<file path="src/rtl/usb_ep_tx_fill.sv">
// -----------------------------------------------------------------------------
// usb_ep_tx_fill
// Loads a byte stream into the USB endpoint TX buffer. A fill command gives
// the first word address and a byte limit. Stream bytes are packed
// little-endian into EP_BUF_WIDTH-bit words and written through the ep_tx_*
// port. When the fill ends, a one-cycle done pulse reports the byte count and
// whether s_last or the byte limit ended the packet.
//
// Ports
//   clk, rst_n                  clock, asynchronous active-low reset
//   cmd_valid/cmd_ready         fill command handshake (ready only in IDLE)
//   cmd_base, cmd_maxlen        first word address, byte limit (0..1023)
//   s_data/s_valid/s_last       byte stream input
//   s_ready                     byte is accepted when s_valid & s_ready
//   ep_tx_addr_0/data_0/wmsk_0  TX buffer word write (wmsk 1 = lane not written)
//   ep_tx_we_0                  one-cycle write strobe per word
//   done_stb/done_len/done_last fill completion report
// All outputs come from flops. Ready signals depend only on the next state.
// -----------------------------------------------------------------------------
module usb_ep_tx_fill #(
    parameter  int EP_BUF_SIZE  = 11,
    parameter  int EP_BUF_WIDTH = 16,
    localparam int EPDW         = EP_BUF_WIDTH,
    localparam int EPMW         = EP_BUF_WIDTH / 8,
    localparam int EPAW         = EP_BUF_SIZE - $clog2(EPMW)
) (
    input  logic            clk,
    input  logic            rst_n,
    input  logic            cmd_valid,
    output logic            cmd_ready,
    input  logic [EPAW-1:0] cmd_base,
    input  logic [9:0]      cmd_maxlen,
    input  logic [7:0]      s_data,
    input  logic            s_valid,
    input  logic            s_last,
    output logic            s_ready,
    output logic [EPAW-1:0] ep_tx_addr_0,
    output logic [EPDW-1:0] ep_tx_data_0,
    output logic [EPMW-1:0] ep_tx_wmsk_0,
    output logic            ep_tx_we_0,
    output logic            done_stb,
    output logic [9:0]      done_len,
    output logic            done_last
);

    localparam int LW = (EPMW > 1) ? $clog2(EPMW) : 1;

    typedef enum logic [1:0] {
        IDLE  = 2'd0,
        FILL  = 2'd1,
        FLUSH = 2'd2,
        DONE  = 2'd3
    } state_t;

    state_t          state_q, state_d;
    logic [EPAW-1:0] addr_q, addr_d;
    logic [9:0]      len_q, len_d;
    logic [9:0]      maxlen_q, maxlen_d;
    logic [LW-1:0]   lane_q, lane_d;
    logic [EPDW-1:0] pack_data_q, pack_data_d;
    logic [EPMW-1:0] pack_msk_q, pack_msk_d;
    logic            last_q, last_d;
    logic [EPAW-1:0] ep_addr_q, ep_addr_d;
    logic [EPDW-1:0] ep_data_q, ep_data_d;
    logic [EPMW-1:0] ep_wmsk_q, ep_wmsk_d;
    logic            ep_we_q, ep_we_d;
    logic            cmd_ready_q, cmd_ready_d;
    logic            s_ready_q, s_ready_d;
    logic            done_stb_q, done_stb_d;
    logic [9:0]      done_len_q, done_len_d;
    logic            done_last_q, done_last_d;

    logic            byte_acc_s;
    logic            word_full_s;
    logic            end_pkt_s;
    logic [9:0]      len_inc_s;
    logic [EPDW-1:0] word_data_s;
    logic [EPMW-1:0] word_msk_s;

    // Pending word with the incoming byte merged into the current lane.
    always_comb begin
        word_data_s                  = pack_data_q;
        word_data_s[8*lane_q +: 8]   = s_data;
        word_msk_s                   = pack_msk_q;
        word_msk_s[lane_q]           = 1'b0;
        byte_acc_s  = (state_q == FILL) && s_valid && s_ready_q;
        len_inc_s   = len_q + 10'd1;
        word_full_s = (lane_q == LW'(EPMW - 1));
        end_pkt_s   = s_last || (len_inc_s == maxlen_q);
    end

    // Next-state and datapath update for the fill sequence.
    always_comb begin
        state_d     = state_q;
        addr_d      = addr_q;
        len_d       = len_q;
        maxlen_d    = maxlen_q;
        lane_d      = lane_q;
        pack_data_d = pack_data_q;
        pack_msk_d  = pack_msk_q;
        last_d      = last_q;
        ep_we_d     = 1'b0;
        ep_addr_d   = ep_addr_q;
        ep_data_d   = ep_data_q;
        ep_wmsk_d   = ep_wmsk_q;

        case (state_q)
            IDLE: begin
                if (cmd_valid) begin
                    addr_d      = cmd_base;
                    maxlen_d    = cmd_maxlen;
                    len_d       = 10'd0;
                    lane_d      = '0;
                    pack_data_d = '0;
                    pack_msk_d  = {EPMW{1'b1}};
                    last_d      = 1'b0;
                    // A zero-length fill still passes through FLUSH so the
                    // done pulse keeps the same cycle distance from accept.
                    if (cmd_maxlen == 10'd0) begin
                        state_d = FLUSH;
                    end else begin
                        state_d = FILL;
                    end
                end else begin
                    state_d = IDLE;
                end
            end
            FILL: begin
                if (byte_acc_s) begin
                    len_d = len_inc_s;
                    if (word_full_s || end_pkt_s) begin
                        // Word complete or packet ends: emit it next cycle.
                        ep_we_d     = 1'b1;
                        ep_addr_d   = addr_q;
                        ep_data_d   = word_data_s;
                        ep_wmsk_d   = word_msk_s;
                        addr_d      = addr_q + EPAW'(1);
                        pack_data_d = '0;
                        pack_msk_d  = {EPMW{1'b1}};
                        lane_d      = '0;
                    end else begin
                        pack_data_d = word_data_s;
                        pack_msk_d  = word_msk_s;
                        lane_d      = lane_q + LW'(1);
                    end
                    if (end_pkt_s) begin
                        last_d  = s_last;
                        state_d = FLUSH;
                    end else begin
                        state_d = FILL;
                    end
                end else begin
                    state_d = FILL;
                end
            end
            FLUSH: begin
                state_d = DONE;
            end
            DONE: begin
                state_d = IDLE;
            end
            default: begin
                state_d = IDLE;
            end
        endcase
    end

    // Registered handshake and completion outputs, decoded from the next state.
    always_comb begin
        cmd_ready_d = (state_d == IDLE);
        s_ready_d   = (state_d == FILL) && (len_d < maxlen_d);
        done_stb_d  = (state_d == DONE);
        if (state_d == DONE) begin
            done_len_d  = len_d;
            done_last_d = last_d;
        end else begin
            done_len_d  = done_len_q;
            done_last_d = done_last_q;
        end
    end

    // State and output registers.
    always_ff @(posedge clk or negedge rst_n) begin
        if (!rst_n) begin
            state_q     <= IDLE;
            addr_q      <= '0;
            len_q       <= 10'd0;
            maxlen_q    <= 10'd0;
            lane_q      <= '0;
            pack_data_q <= '0;
            pack_msk_q  <= {EPMW{1'b1}};
            last_q      <= 1'b0;
            ep_addr_q   <= '0;
            ep_data_q   <= '0;
            ep_wmsk_q   <= '0;
            ep_we_q     <= 1'b0;
            cmd_ready_q <= 1'b1;
            s_ready_q   <= 1'b0;
            done_stb_q  <= 1'b0;
            done_len_q  <= 10'd0;
            done_last_q <= 1'b0;
        end else begin
            state_q     <= state_d;
            addr_q      <= addr_d;
            len_q       <= len_d;
            maxlen_q    <= maxlen_d;
            lane_q      <= lane_d;
            pack_data_q <= pack_data_d;
            pack_msk_q  <= pack_msk_d;
            last_q      <= last_d;
            ep_addr_q   <= ep_addr_d;
            ep_data_q   <= ep_data_d;
            ep_wmsk_q   <= ep_wmsk_d;
            ep_we_q     <= ep_we_d;
            cmd_ready_q <= cmd_ready_d;
            s_ready_q   <= s_ready_d;
            done_stb_q  <= done_stb_d;
            done_len_q  <= done_len_d;
            done_last_q <= done_last_d;
        end
    end

    assign cmd_ready    = cmd_ready_q;
    assign s_ready      = s_ready_q;
    assign ep_tx_addr_0 = ep_addr_q;
    assign ep_tx_data_0 = ep_data_q;
    assign ep_tx_wmsk_0 = ep_wmsk_q;
    assign ep_tx_we_0   = ep_we_q;
    assign done_stb     = done_stb_q;
    assign done_len     = done_len_q;
    assign done_last    = done_last_q;

endmodule

</file>
<file path="config.mk">
export PLATFORM = sky130hd
export DESIGN_NAME = usb_ep_tx_fill
export DESIGN_NICKNAME = d
export VERILOG_FILES = /design/src/rtl/usb_ep_tx_fill.sv
export SDC_FILE = /design/constraint.sdc
export NUM_CORES = 1
export LEC_CHECK = 0
export ABC_AREA = 1
export CELL_PAD_IN_SITES_DETAIL_PLACEMENT = 1
export CELL_PAD_IN_SITES_GLOBAL_PLACEMENT = 2
export CORE_MARGIN = 1.5
export CORE_UTILIZATION = 31
export CTS_BUF_LIST = sky130_fd_sc_hd__clkbuf_4 sky130_fd_sc_hd__clkbuf_8 sky130_fd_sc_hd__clkbuf_16
export CTS_CLUSTER_DIAMETER = 120
export DETAILED_ROUTE_END_ITERATION = 16
export PLACE_DENSITY_LB_ADDON = 0.1
export SYNTH_ARGS = -nofsm -noshare
export SYNTH_HDL_FRONTEND = slang
export SYNTH_SLANG_ARGS = --single-unit
export TNS_END_PERCENT = 1
</file>
<file path="constraint.sdc">
create_clock -name clk -period 2.6 [get_ports clk]
set_clock_uncertainty 0.05 [all_clocks]
set_input_delay 0.52 -clock clk [delete_from_list [all_inputs] [get_ports clk]]
set_output_delay 0.52 -clock clk [all_outputs]
set_load 0.02 [all_outputs]
</file>
==> results_dict.tcl, run 1 <==
set metrics [dict create \
    yosysTopAreaCellShare_pct 48.59 \
    netlist.top_cell.by_area "dfrtp_1" \
    drc 0 \
    portBuffers 75 \
    final_nets 754 \
    grt_first_pass_wirelength_um 23450 \
    cts_tree "built" \
    slew_headroom_pct 60.08 \
    final.period_utilization_pct 95.49 \
    start_util_pct 31.40 \
    cts_buffers 9 \
    coreArea_sq_um 15090 \
    final_util_pct 41.55 \
    r2r_cells 13 \
    arrival_ns 2.71 \
    cpMostUsedCell "a21oi_1" \
    die-area_sq_um 16040 \
    crit_required_ns 2.83 \
    gp_congestion 0.7382 \
    clk_pin_slew_ns 0.07 \
    placed_area_sq_um 5901 \
    place.detailed.hpwl_um 10480 \
    fin_ws_ns 0.1172 \
    dr.pass1.iters 4 \
    diodes 0 \
    post_drt_via_cell_ratio 4.720 \
    rr_endpoint "ep_tx_data_0[15]" \
    yosys.area_share.simple_pct 30.47 \
    regArea_sq_um 2381 \
    tightest_slew_ns 0.5951 \
    mappedNetlistNets 651 \
    vias 4262 \
    cts-root-buf "clkbuf_16" \
    final.fill_count 1857 \
    status "finished, final reports clean" \
    grt-ovfl-total 0 \
    layout_common_cells "270 x nand2_1, 92 x dfrtp_1, 74 x clkdlybuf4s50_1, 51 x inv_1, 34 x buf_4" \
    boundaryPins 76 \
    rows 45 \
    clkLatencyLatePin_ns 0.35 \
    multi_input_comb_area_sq_um 2047 \
    layoutNonFillerInstCount 903 \
    drv_slew 0 \
    synth.avg_cell_area_sq_um 7.806 \
    clockBufferDepth 2 \
    htreeDepth 3 \
    hold_viol 0 \
    yosys-top-cells-area "dfrtp_1 49%, nand2_1 21%, inv_1 4.2%, o21ai_0 3.0%, ha_1 2.9%" \
    irDropWorstVdd_v 0.0004000 \
    max_stage_delay_ns 0.47 \
    synthXorXnorAreaFrac_pct 1.109 \
    syn_inst 607 \
    grt_pass1_vias 4612 \
    ant_nets 0 \
    holdWs_ns 0.08018 \
    crit_fanout 9 \
    ctsHoldBuffers 0 \
    wl_per_cell_um 15.68 \
    power_density_nw_per_um2 1147 \
    power_leakage_uw 0.003181 \
    drv_cap 0 \
    synthMuxAreaShare_pct 1.479 \
    r2r_slack_ns 0.28 \
    placed_cells 883 \
    fin_area_sq_um 6270 \
    start_kind "primary input" \
    cts.sinks 95 \
    grtUsageTotal_pct 18.74 \
    grt_max_degree 47 \
    holdCritPathClass "in2async" \
    syn2layout_area_growth_pct 32.32 \
    end_kind "flip-flop" \
    ys_seq_area_share_pct 50.25 \
    dieHeight_um 126.6 \
    layout_commonest_cell "nand2_1" \
    die_w_um 126.6 \
    finalSetupViolations 0 \
    synthAdderAreaFrac_pct 2.905 \
    synth-compound-area-share_pct 6.945 \
    worstReg2RegStart "len_q[1]" \
    cp_cell_sequence "clkdlybuf4s50_1, inv_1, nor3_1, buf_4, clkinvlp_4, clkbuf_4, o21ai_0, ha_1, nand2_1, o21bai_1, a21oi_1, o211ai_1, a21oi_1" \
    fmax_mhz 402.8 \
    criticalPathCategory "in2reg" \
    drive_above_1_share_pct 10.77 \
    drt_wl_total_um 14160 \
    synth_top_family_by_area "simple AND/OR/NAND/NOR gates" \
    antenna_found_initial 0 \
    ys_ff_latch 95 \
    yosys_warnings 0 \
    slowest_stage "clkdlybuf4s50_1" \
    place_ws_ns -0.2678 \
    layout_min_cycle_time_ns 2.483 \
    yosysUniqueCellTypes 34 \
    drtIter0Drc 168 \
    synth_area_sq_um 4738 \
]
state kept, by name (all words and copies together), names as in the netlist:
name and cells:
done_len 10, cmd_ready 1, done_last 1, ep_tx_data_0 16
ep_tx_addr_0 10, s_ready 1, lane_q 1, addr_q 10
state_q 2, ep_tx_wmsk_0 2, len_q 10, maxlen_q 10
ep_tx_we_0 1, pack_data_q 16, done_stb 1, last_q 1
pack_msk_q 2
how the worst max path moves through the flow:
stage,slack [ns],cells past startpoint,startpoint,endpoint
final,0.12,13,cmd_valid,s_ready
after global routing,-0.01,13,cmd_valid,s_ready
after CTS,0.1,13,cmd_valid,s_ready
after detailed placement,-0.27,13,cmd_valid,s_ready
after global placement,-0.18,12,cmd_valid,s_ready
after floorplan,0.23,13,cmd_valid,s_ready
metal layers:
layer	wire length, um	up-vias	part of all wire (%)	global-route usage (%)
li1	-	2133	-	-
met1	7032	2063	50	25.36
met2	6628	54	47	30.73
met3	282	12	2.0	2.573
met4	215	0	1.5	6.829
met5	0	-	0	0
final cells by class:
type | instances | share of cell area [%]
clock buffers | 10 | 3.812
well taps | 188 | 3.752
inverters | 56 | 3.412
multi-input cells | 435 | 32.65
repair buffers | 113 | 17.28
flip-flops and latches | 95 | 37.98
clock inverters | 6 | 1.118
per-stage QoR:
step                setup TNS [ns]  total power, uW
floorplan                        0             4329
finish                           0             7188
global route              -0.01088             7765
global placement           -0.1836             5702
detailed placement         -0.2678             5788
CTS                              0             7244
worst max-delay path: cells and delay by family:
family,cells,cell delay [ns]
compound gates,5,0.69
fa+ha+maj,1,0.28
buf+inv,5,0.98
simple gates,2,0.22
kinds of logic after synthesis:
logic type	count (synthesis)
simple gates	350
flops	95
compound gates	61
xor+xnor	6
fa+ha+maj	11
mux	7
buf+inv	77
cell usage after synthesis (all sizes together):
library cell / count
nor4: 2
o21ai: 38
nand4: 18
ha: 11
buf: 13
a21oi: 12
or2: 2
a2bb2oi: 1
mux2i: 7
a31oi: 1
nand3: 28
dfrtp: 92
nor3: 5
o211ai: 1
nand2: 273
inv: 55
nor2: 22
o31ai: 1
clkinv: 1
clkbuf: 8
o22ai: 3
o21bai: 4
xor2: 6
dfstp: 3
power breakdown:
part / switching [uW] / total [uW] / internal, uW
combinational: 1990 / 3380 / 1390
clock: 612 / 1390 / 778
sequential: 376 / 2420 / 2040
timing repair:
item | CTS | global route
setup endpoints to repair | 0 | 2
resized for setup | 0 | 10
setup buffers | 0 | 4
Note: power is estimated with default switching activity, not from simulation.
==> run 2, diff against run 1 <==
SLEW_MARGIN = 20   (was default)
==> results of run 2 <==
No change in the layout: final DEF, timing and power equal those of run 1.
